### config.mk
export PLATFORM = sky130hd
export DESIGN_NAME = scan_chain_ctrl
export DESIGN_NICKNAME = d
export VERILOG_FILES = /design/src/rtl/scan_chain_ctrl.sv
export SDC_FILE = /design/constraint.sdc
export NUM_CORES = 1
export LEC_CHECK = 0
export ABC_AREA = 1
export CAP_MARGIN = 30
export CORE_MARGIN = 1.5
export CORE_UTILIZATION = 45
export DETAILED_ROUTE_END_ITERATION = 12
export HOLD_SLACK_MARGIN = 0.06
export PLACE_DENSITY_LB_ADDON = 0.05
export RECOVER_POWER = 100
export SLEW_MARGIN = 20
export SYNTH_ARGS = -nofsm -noshare
export SYNTH_HDL_FRONTEND = slang
export SYNTH_SLANG_ARGS = --single-unit
### constraint.sdc
create_clock -name clk -period 1.6 [get_ports clk]
set_clock_uncertainty 0.2 [all_clocks]
set_input_delay 0.32 -clock clk [delete_from_list [all_inputs] [get_ports clk]]
set_output_delay 0.32 -clock clk [all_outputs]
set_load 0.005 [all_outputs]
### src/rtl/scan_chain_ctrl.sv
// Scan chain sequencer: shift pattern in, pulse one capture cycle, shift response out, compare.
// Optional X-masking of the compare is enabled by defining SCAN_CTRL_XMASK_EN.
module scan_chain_ctrl #(
  parameter int CHAIN_LEN = 8,
  parameter int CNT_W     = $clog2(CHAIN_LEN + 1)
) (
  input  logic                 clk,
  input  logic                 rst_n,
  input  logic                 start,
  input  logic                 abort,
  input  logic [CHAIN_LEN-1:0] pattern_in,
  input  logic [CHAIN_LEN-1:0] expect_in,
`ifdef SCAN_CTRL_XMASK_EN
  input  logic [CHAIN_LEN-1:0] xmask_in,
`endif
  input  logic                 so,
  output logic                 tm,
  output logic                 si,
  output logic                 busy,
  output logic                 done,
  output logic                 pass,
  output logic [CHAIN_LEN-1:0] response
);

  typedef enum logic [2:0] {
    ST_IDLE, ST_SHIFT, ST_CAPTURE, ST_UNLOAD, ST_DONE
  } state_t;

  localparam logic [CNT_W-1:0] LAST_BIT = CNT_W'(CHAIN_LEN - 1);

  state_t               state_q, state_d;
  logic [CNT_W-1:0]     cnt_q, cnt_d;
  logic [CHAIN_LEN-1:0] pat_q, pat_d;
  logic [CHAIN_LEN-1:0] exp_q, exp_d;
  logic [CHAIN_LEN-1:0] resp_sh_q, resp_sh_d;
  logic [CHAIN_LEN-1:0] response_q, response_d;
  logic                 pass_q, pass_d;
  logic                 tm_q, tm_d;
  logic                 si_q, si_d;
  logic                 busy_q, busy_d;
  logic                 done_q, done_d;
  logic [CHAIN_LEN-1:0] care;

`ifdef SCAN_CTRL_XMASK_EN
  logic [CHAIN_LEN-1:0] mask_q, mask_d;
  assign care = ~mask_q;
`else
  assign care = '1;
`endif

  always_comb begin
    state_d    = state_q;
    cnt_d      = cnt_q;
    pat_d      = pat_q;
    exp_d      = exp_q;
    resp_sh_d  = resp_sh_q;
    response_d = response_q;
    pass_d     = pass_q;
`ifdef SCAN_CTRL_XMASK_EN
    mask_d     = mask_q;
`endif
    case (state_q)
      ST_IDLE: begin
        if (start) begin
          state_d = ST_SHIFT;
          cnt_d   = '0;
          pat_d   = pattern_in;
          exp_d   = expect_in;
`ifdef SCAN_CTRL_XMASK_EN
          mask_d  = xmask_in;
`endif
        end
      end
      ST_SHIFT: begin
        pat_d = {pat_q[CHAIN_LEN-2:0], 1'b0};
        if (cnt_q == LAST_BIT) begin
          state_d = ST_CAPTURE;
          cnt_d   = '0;
        end else begin
          cnt_d = cnt_q + CNT_W'(1);
        end
      end
      ST_CAPTURE: begin
        state_d = ST_UNLOAD;
        cnt_d   = '0;
      end
      ST_UNLOAD: begin
        resp_sh_d = {resp_sh_q[CHAIN_LEN-2:0], so};
        // Result is published on the edge entering DONE so it is valid alongside done.
        if (cnt_q == LAST_BIT) begin
          state_d    = ST_DONE;
          cnt_d      = '0;
          response_d = resp_sh_d;
          pass_d     = ((resp_sh_d ^ exp_q) & care) == '0;
        end else begin
          cnt_d = cnt_q + CNT_W'(1);
        end
      end
      ST_DONE: state_d = ST_IDLE;
      default: state_d = ST_IDLE;
    endcase

    if (abort) begin
      state_d    = ST_IDLE;
      cnt_d      = '0;
      response_d = response_q;
      pass_d     = pass_q;
    end

    tm_d   = (state_d == ST_SHIFT) || (state_d == ST_UNLOAD);
    si_d   = (state_d == ST_SHIFT) && pat_d[CHAIN_LEN-1];
    busy_d = (state_d == ST_SHIFT) || (state_d == ST_CAPTURE) || (state_d == ST_UNLOAD);
    done_d = (state_d == ST_DONE);
  end

  always_ff @(posedge clk or negedge rst_n) begin
    if (!rst_n) begin
      state_q    <= ST_IDLE;
      cnt_q      <= '0;
      pat_q      <= '0;
      exp_q      <= '0;
      resp_sh_q  <= '0;
      response_q <= '0;
      pass_q     <= 1'b0;
      tm_q       <= 1'b0;
      si_q       <= 1'b0;
      busy_q     <= 1'b0;
      done_q     <= 1'b0;
`ifdef SCAN_CTRL_XMASK_EN
      mask_q     <= '0;
`endif
    end else begin
      state_q    <= state_d;
      cnt_q      <= cnt_d;
      pat_q      <= pat_d;
      exp_q      <= exp_d;
      resp_sh_q  <= resp_sh_d;
      response_q <= response_d;
      pass_q     <= pass_d;
      tm_q       <= tm_d;
      si_q       <= si_d;
      busy_q     <= busy_d;
      done_q     <= done_d;
`ifdef SCAN_CTRL_XMASK_EN
      mask_q     <= mask_d;
`endif
    end
  end

  assign tm       = tm_q;
  assign si       = si_q;
  assign busy     = busy_q;
  assign done     = done_q;
  assign pass     = pass_q;
  assign response = response_q;

endmodule

======== Word-level counts from Yosys, hierarchy flattened ========
Index checks and enable logic that the tools add are counted.
word-level totals
  register bits after elaboration ......... 43
  word-level logic and storage cells ...... 49
cells by class
  $add $sub $neg .......................... 1
  equality and inequality tests ........... 10
  multiplexer cells ....................... 11
  bitwise operators ....................... 2
  reductions and logical operators ........ 13
operators with widths
  cell                   count
  $pmux W8 S2            1
  $eq A3 B2 Y1 const B   4
  $mux W3                4
  $mux W4                3
  $pmux W3 S4            1
  $pmux W4 S3            1
  $logic_not A8 Y1       1
  $mux W8                1
  $xor A8 B8 Y8          1
  $eq A3 B1 Y1 const B   2
  $reduce_and A2 Y1      3
  $add A4 B1 Y4 const B  1
  $eq A4 B3 Y1 const B   1
  $reduce_bool A4 Y1     1
  $eq A3 B3 Y1 const B   1
  $logic_not A3 Y1       1
  $logic_or A1 B1 Y1     3
  $ne A3 B3 Y1 const B   1
  $reduce_and A3 Y1      1
  $ne A2 B2 Y1 const B   1
  $reduce_bool A2 Y1     1
  $reduce_or A2 Y1       1
  $logic_and A1 B1 Y1    1
  $not A1 Y1             1

======== Logic depth before layout (Yosys ltp) ========
Gate-level depths: netlist of the first run.
  word-level depth ........................ 7
  gate-level depth with buffers ........... 8
  gate-level depth less buffers ........... 8

======== Least setup slack after synthesis of the first run ========
OpenSTA, ideal clock, no wires.
  kind .................................... register -> register
  from .................................... register cnt_q[0]
  to ...................................... register response_q[7], in the netlist response[7]
  arrival time ............................ 1.217 ns
  data required time ...................... 1.283 ns
  setup slack ............................. 0.065 ns
  cell stages (with the launch flop) ...... 8
  buffers on the path ..................... 1
  period minus slack after synthesis ...... 1.535 ns
  cell sequence ........................... dfrtp_1 -> ha_1 -> nand2_1 -> nor2_2 -> nand4_2 -> buf_6 -> nand2_1 -> o21ai_2
between the ends
  word-level cells in the longest chain between the ends .. 2
ends and longest elaborated chain
  item                                line  text
  start: declaration                  32    logic [CNT_W-1:0] cnt_q, cnt_d;
  start signal: assignment            134   cnt_q <= cnt_d;
  $eq A4 B3 Y1                        90    if (cnt_q == LAST_BIT) begin
  $reduce_and A3 Y1 (no source line)  n/a
  end signal: assignment              138   response_q <= response_d;
  end: declaration                    36    logic [CHAIN_LEN-1:0] response_q, response_d;
No other way between the ends.
A chain may end at the register's enable or synchronous reset.

======== Final worst setup path of the first run ========
  from .................................... register cnt_q[1]
  to ...................................... register si_q, in the netlist si
between the ends
  word-level cells in the longest chain between the ends .. 6
ends and longest elaborated chain
  item                        line    text
  $eq A4 B3 Y1 (*)            76, 90
  $mux W3 (on tied branches)  90, 76
  $pmux W3 S4 (*)             62      case (state_q)
  $mux W3 (*)                 103     if (abort) begin
  $eq A3 B1 Y1 (*)            111     si_d = (state_d == ST_SHIFT) && pat_d[CHAIN_LEN-1];
  $logic_and A1 B1 Y1 (*)     111
  via si_d                    39      logic si_q, si_d;
  end signal: assignment      141     si_q <= si_d;
  end: declaration            39
The timed path passes the listed nets; every way through them passes the cells marked *.

==> results of run 1 <==
Yosys cell counts (all sizes together):
master  instances
inv            28
or2             1
nor2            9
nor3            2
o21ai          25
nand2          93
ha              1
xnor2           2
buf             3
xor2            1
nand4           2
dfrtp          43
nand3          19
clkbuf          1
area by class of cell:
class	instances	area, um^2	share of cell area (%)
multi-input cells	155	785	29.5
well taps	50	62.6	2.35
clock inverters	1	7.51	0.282
clock buffers	7	96.3	3.62
flip-flops and latches	43	1080	40.4
inverters	28	105	3.95
repair buffers	58	532	20.0
worst paths after layout:
| path | to | slack (ns) | cells past startpoint |
|---|---|---|---|
| hold reg to reg | response[3]$_DFFE_PN0P_ | 0.28 | 2 |
| setup / recovery | si$_DFF_PN0_ | 0.04 | 9 |
| setup reg to reg | si$_DFF_PN0_ | 0.04 | 9 |
| hold / removal | response[4]$_DFFE_PN0P_ | 0.26 | 2 |
| max in group asynchronous | response[0]$_DFFE_PN0P_ | 0.18 | 3 |
| min in group clk | response[3]$_DFFE_PN0P_ | 0.28 | 2 |
routing by layer:
layer	vias to the layer above	track usage, %	wire length [um]
met5	-	0	0
met4	0	5.88	47
met3	6	4.87	162
met2	31	28.8	1820
met1	727	25.1	1870
li1	839	-	-
through the flow:
| stage | power [mW] | setup slack, ns | utilization (%) | hold WS (ns) |
|---|---|---|---|---|
| after floorplan | 1.37 | 0.0655 | - | -0.176 |
| after global routing | 2.39 | -0.0195 | 65.2 | 0.299 |
| after CTS | 2.28 | 0.00342 | 63.7 | 0.276 |
| final | 2.26 | 0.0367 | 65.2 | 0.264 |
| after global placement | 1.52 | -0.0430 | 60.4 | 0.0591 |
| after detailed placement | 1.53 | -0.0829 | 60.4 | 0.0578 |
placed cells by master, fill, tap and decap left out, drive strengths merged:
| cell | netlist | routed |
|---|---|---|
| nand2 | 93 | 93 |
| xnor2 | 2 | 2 |
| clkbuf | 1 | 13 |
| xor2 | 1 | 1 |
| clkinvlp | 0 | 1 |
| clkdlybuf4s50 | 0 | 18 |
| nor3 | 2 | 2 |
| or2 | 1 | 1 |
| nor2 | 9 | 9 |
| o21ai | 25 | 25 |
| dlygate4sd2 | 0 | 13 |
| dfrtp | 43 | 43 |
| buf | 3 | 19 |
| nand4 | 2 | 2 |
| nand3 | 19 | 19 |
| inv | 28 | 28 |
| dlygate4sd3 | 0 | 2 |
| ha | 1 | 1 |
kinds of logic after synthesis:
kind of cell | synth area share, %
and+or+nand+nor | 28.4
DFF | 55.1
buffers and inverters | 6.66
AOI/OAI and AO/OA | 7.94
xor gates and xnor gates | 1.34
adders and majority gates | 0.640
critical path: cells and delay by family, from the launching register on:
| kind | cells | cell delay [ns] |
|---|---|---|
| flip-flops | 1 | 0.43 |
| adder cells (fa/ha/maj) | 1 | 0.18 |
| buffers and inverters | 3 | 0.29 |
| AND/OR/NAND/NOR | 5 | 0.36 |
sequential cells by signal, summed over array words and instances, names as in the netlist:
| name | cells |
|---|---|
| busy | 1 |
| cnt_q | 4 |
| done | 1 |
| exp_q | 8 |
| pass | 1 |
| pat_q | 8 |
| resp_sh_q | 7 |
| response | 8 |
| si | 1 |
| state_q | 3 |
| tm | 1 |
repair_timing:
item / 4_1_cts / 5_1_grt
pin swaps: 0 / 1
hold endpoints to repair: 15 / 0
hold buffers: 1 / 0
gates cloned: 0 / 1
buffers inserted: 5 / 3
resized for setup: 13 / 12
endpoints found under the setup margin: 13 / 15
report_power, final:
group / internal, mW / switching [mW] / total [mW] / leakage (nW)
Sequential: 1.16 / 0.0382 / 1.20 / 0.563
Combinational: 0.143 / 0.159 / 0.302 / 0.775
Clock: 0.393 / 0.367 / 0.760 / 0.0505
==> summary.txt, run 1 <==
Floorplan
  – Die Y: 68.9 um
  – Die ar.: 0.00475 mm^2
  – # rows: 23
  – Starting Density: 47.8%
  – Top Ports: 34
  – Core box area: 0.00409 mm^2
  – Die Wd: 68.9 um

Synthesis
  – Synthesized area: 0.00195 mm^2
  – Area leader, netlist: dfrtp_1
  – Sequential share of the synthesized area: 55.1%
  – Mean Syn Cell Area: 8.50 um^2
  – Yosys warns: 0
  – Syn Nets: 252
  – Yosys top cell area share: 55.1%
  – FF+latch count, synth: 43
  – Synth area leaders: dfrtp_1, nand2_1, inv_1
  – Yosys cell types: 25
  – Cell count after synthesis: 230

Worst hold path
  – Worst hold path type: in -> async

Job
  – Max Cap Viol: 0

Routing
  – DRT Wirelength: 3910 um
  – # DRC: 0
  – First-pass detailed-route iteration total: 4
  – Via count: 1603
  – Avg Vias per Cell: 4.69
  – 1st-iter DRT viols: 120
  – Wire per inst: 11.4 um
  – Post-route ant nets: 0

Placement
  – PortBufs: 33
  – Routability cong.: 0.792
  – HPWL Detailed: 2770 um
  – Placement Cell Area: 0.00247 mm^2
  – Placed Instances: 324

Power and ir drop
  – Static Leak: 1.39 nW
  – VDD IR-drop max: 531 uV
  – Power per cell area: 848 mW/mm^2

Global route
  – Total Routing Usage GR: 18.5%
  – Total gr overflow: 0
  – Initial antenna violation count: 0
  – Vias in the first global route: 1451
  – Largest net degree at the start of global routing: 29
  – First-pass GRT wire length: 6380 um

Worst setup path
  – CP Cell Sequence: ha_4, buf_4, buf_4, nand4_1, nand2_1, nand2_2, inv_1, nand2_1, nor2_1
  – CP Data Arrival Time: 1.55 ns
  – WP data required: 1.58 ns
  – CP max FO: 3
  – Worst r2r src: cnt_q[1]$_DFFE_PN0P_
  – Crit path launch: cnt_q[1]$_DFFE_PN0P_
  – Critical path startpoint category: flip-flop
  – Critical path class: reg -> reg
  – Crit path max-delay cell type: dfrtp_1
  – Slowest stage delay, CP: 0.43 ns
  – Endpoint class of the critical path: flip-flop

Clock network
  – # H-tree levels: 2
  – Reg clk slew, reported paths: 0.08 ns
  – Root Driver: clkbuf_8
  – Clock latency on the worst-skew pair: 0.29 ns
  – CTS buffer count: 5
  – Clock buffer depth: 2
  – CTS Sinks: 43
  – CTS tree: yes

Cells and area
  – Post-Layout Cell Count: 342
  – ANT cells: 0
  – Design area: 0.00266 mm^2
  – Fillcell total: 375
  – Nets@finish: 313
  – Synth-to-Final Area Change: 36.3%
  – Layout cells sized above 1: 19.9%

STA
  – Fmax: 640 MHz
  – Setup TNS: 0 ns
  – Transition time of the tightest slew-check pin: 0.383 ns
  – Final Max Slew Viols: 0
  – Final hold vios: 0
  – Crit path time final: 1.56 ns
  – Slew HR: 74.5%
  – Final Cycle Share: 97.7%
  – RSZ-0062 raised after global routing: true
  – # setup viols final: 0

Outcome
  – Status: completed
Power figures use the tool's default switching activity.
==> inputs of run 2 (changes only) <==
Settings changed: PLACE_DENSITY from default to 0.75, PLACE_DENSITY_LB_ADDON 0.05 to default.
==> run 2 against run 1 <==
Against the previous run: critical path depth fell by 1; largest power group unchanged; sequential cell count did not move; sequential share of layout area rose by 0.97 points; highest routed layer unchanged; via count rose by 0.69%; cell count fell by 1.8%; first-iteration DRC count fell by 35%; total power rose by 2.1%.
==> summary.txt, run 2 (synthesis gave the netlist of run 1 again) <==
Outcome
  – Status: completed

Floorplan
  – Die ar.: 0.00475 mm^2
  – # rows: 23
  – Starting Density: 47.8%
  – Die Y: 68.9 um
  – Core box area: 0.00409 mm^2
  – Top Ports: 34
  – Die Wd: 68.9 um

STA
  – Slew HR: 62.6%
  – Final hold vios: 0
  – Crit path time final: 1.55 ns
  – Fmax: 646 MHz
  – Final Max Slew Viols: 0
  – Final Cycle Share: 96.7%
  – # setup viols final: 0
  – Transition time of the tightest slew-check pin: 0.562 ns
  – RSZ-0062 raised after global routing: true

Worst setup path
  – Reg2Reg Setup Slack: 0.05 ns
  – CP delay by family, top: simple AND/OR/NAND/NOR gates
  – CP bufs+invs: 2
  – Slowest stage delay, CP: 0.36 ns
  – Crit path max-delay cell type: dfrtp_1
  – Worst r2r src: cnt_q[1]$_DFFE_PN0P_
  – Critical path startpoint category: flip-flop
  – CP Data Arrival Time: 1.58 ns
  – WP data required: 1.63 ns
  – Reg-to-reg endpoint: pass$_DFFE_PN0P_
  – Endpoint class of the critical path: flip-flop
  – Worst-case reg-to-reg path depth: 8
  – Critical path class: reg -> reg
  – CP max FO: 3
  – CP Cell Sequence: ha_2, nand2_2, nor2_4, inv_2, buf_6, nor3_4, nand3_1, nand2_1

Placement
  – Routability cong.: 0.853
  – HPWL Detailed: 2830 um
  – PortBufs: 33
  – Placement Cell Area: 0.00248 mm^2

Worst hold path
  – Worst hold path type: reg -> reg
  – Source of the worst hold timing path: pat_q[0]$_DFFE_PN0P_
  – WHS Endpoint: pat_q[0]$_DFFE_PN0P_
  – Hold depth: 2

Cells and area
  – Layout cells sized above 1: 16.8%
  – Synth-to-Final Area Change: 33.1%
  – ANT cells: 0
  – Most frequent cells in the layout: nand2_1, dfrtp_1, inv_1
  – Design area: 0.00260 mm^2
  – Nets@finish: 308
  – Commonest non-fill, non-tap cell in the layout: nand2_1

Global route
  – Vias in the first global route: 1634
  – Total gr overflow: 0
  – Initial antenna violation count: 0
  – First-pass GRT wire length: 7000 um
  – Largest net degree at the start of global routing: 44
  – Total Routing Usage GR: 20.3%

Clock network
  – Root Driver: clkbuf_8
  – CTS tree: yes
  – CTS Sinks: 43
  – CTS buffer count: 5
  – Clock latency on the worst-skew pair: 0.29 ns
  – Clock buffer depth: 2
  – Reg clk slew, reported paths: 0.08 ns
  – # H-tree levels: 2

Power and ir drop
  – Static Leak: 1.36 nW
  – Part of the power in the clock network: 34.9%
  – VDD IR-drop max: 578 uV
  – Design Power: 2.31 mW
  – Sequential power share: 52.0%
  – Combinational share of power: 13.1%
  – Power per cell area: 886 mW/mm^2
  – Pint: 1.76 mW
  – Net Sw Frac: 23.6%
  – P_sw: 0.544 mW

Routing
  – Avg Vias per Cell: 4.80
  – 1st-iter DRT viols: 78
  – First-pass detailed-route iteration total: 4
  – Post-route ant nets: 0
  – Via count: 1614
  – DRT Wirelength: 3940 um
  – # DRC: 0
  – Wire per inst: 11.7 um

Job
  – Max Cap Viol: 0
[run 2: cell types whose count changed in the layout (fill, tap and decap cells not counted), sizes merged]
cell	delta
clkdlybuf4s50	+1
dlygate4sd3	-1
clkbuf	-6
clkinvlp	-1
bufinv	+1
[run 2: area by class of cell]
| cell class | count | area (um^2) |
|---|---|---|
| Clock buffer | 6 | 72.6 |
| Clock inverter | 1 | 30.0 |
| Fill cell | 352 | 1490 |
| Inverter | 28 | 105 |
| Multi-Input combinational cell | 155 | 764 |
| Sequential cell | 43 | 1080 |
| Tap cell | 50 | 62.6 |
| Timing Repair Buffer | 53 | 490 |
[run 2: worst min-delay path, cell delays in order (launching register included)]
cell and delay [ns]:
dfrtp_1 0.35, nand2_1 0.06, nand2_1 0.05
[run 2: power by group through the flow]
stage	combinational, mW	clock [mW]	sequential (mW)
finish	0.302	0.805	1.20
floorplan	0.155	0	1.21
global placement	0.303	0	1.22
detailed placement	0.311	0	1.22
global route	0.354	0.874	1.21
CTS	0.312	0.823	1.20
[run 2: how the worst max path moves through the flow]
stage	from	endpoint	slack, ns	cells past startpoint
floorplan	cnt_q[0]$_DFFE_PN0P_	response[7]$_DFFE_PN0P_	0.07	7
global placement	start	exp_q[6]$_DFFE_PN0P_	-0.04	6
detailed placement	start	exp_q[1]$_DFFE_PN0P_	-0.06	6
CTS	cnt_q[1]$_DFFE_PN0P_	pass$_DFFE_PN0P_	0.008	8
global route	cnt_q[1]$_DFFE_PN0P_	done$_DFF_PN0_	-0.05	6
finish	cnt_q[1]$_DFFE_PN0P_	pass$_DFFE_PN0P_	0.05	8
[run 2: through the flow]
| step | TNS, ns | utilization (%) | std cells | worst slack (ns) | hold WS (ns) |
|---|---|---|---|---|---|
| after floorplan | 0 | - | 230 | 0.0655 | -0.176 |
| after global placement | -0.721 | 60.7 | 326 | -0.0442 | 0.112 |
| after detailed placement | -1.07 | 60.7 | 326 | -0.0561 | 0.117 |
| after CTS | 0 | 63.8 | 336 | 0.00850 | 0.278 |
| after global routing | -0.149 | 63.7 | 336 | -0.0525 | 0.312 |
| final | 0 | 63.7 | 336 | 0.0520 | 0.277 |
[run 2: metal layers]
| metal | global-route usage [%] | vias to the layer above | part of all wire (%) |
|---|---|---|---|
| met4 | 8.33 | 0 | 1.6 |
| met2 | 34.0 | 31 | 48 |
| met3 | 5.03 | 6 | 3.4 |
| li1 | - | 825 | - |
| met1 | 25.0 | 752 | 47 |
| met5 | 0 | - | 0 |
[run 2: what timing repair did]
item,in CTS,in global routing
setup buffers,2,0
hold endpoints to repair,43,0
gates resized for setup,16,4
pin swaps,0,3
endpoints found under the setup margin,14,8
hold buffers,1,0
==> inputs of run 3 (changes only) <==
Settings changed: SLEW_MARGIN 20 to default.
==> results of run 3 <==
No change in the layout: final DEF, timing and power equal those of run 2.
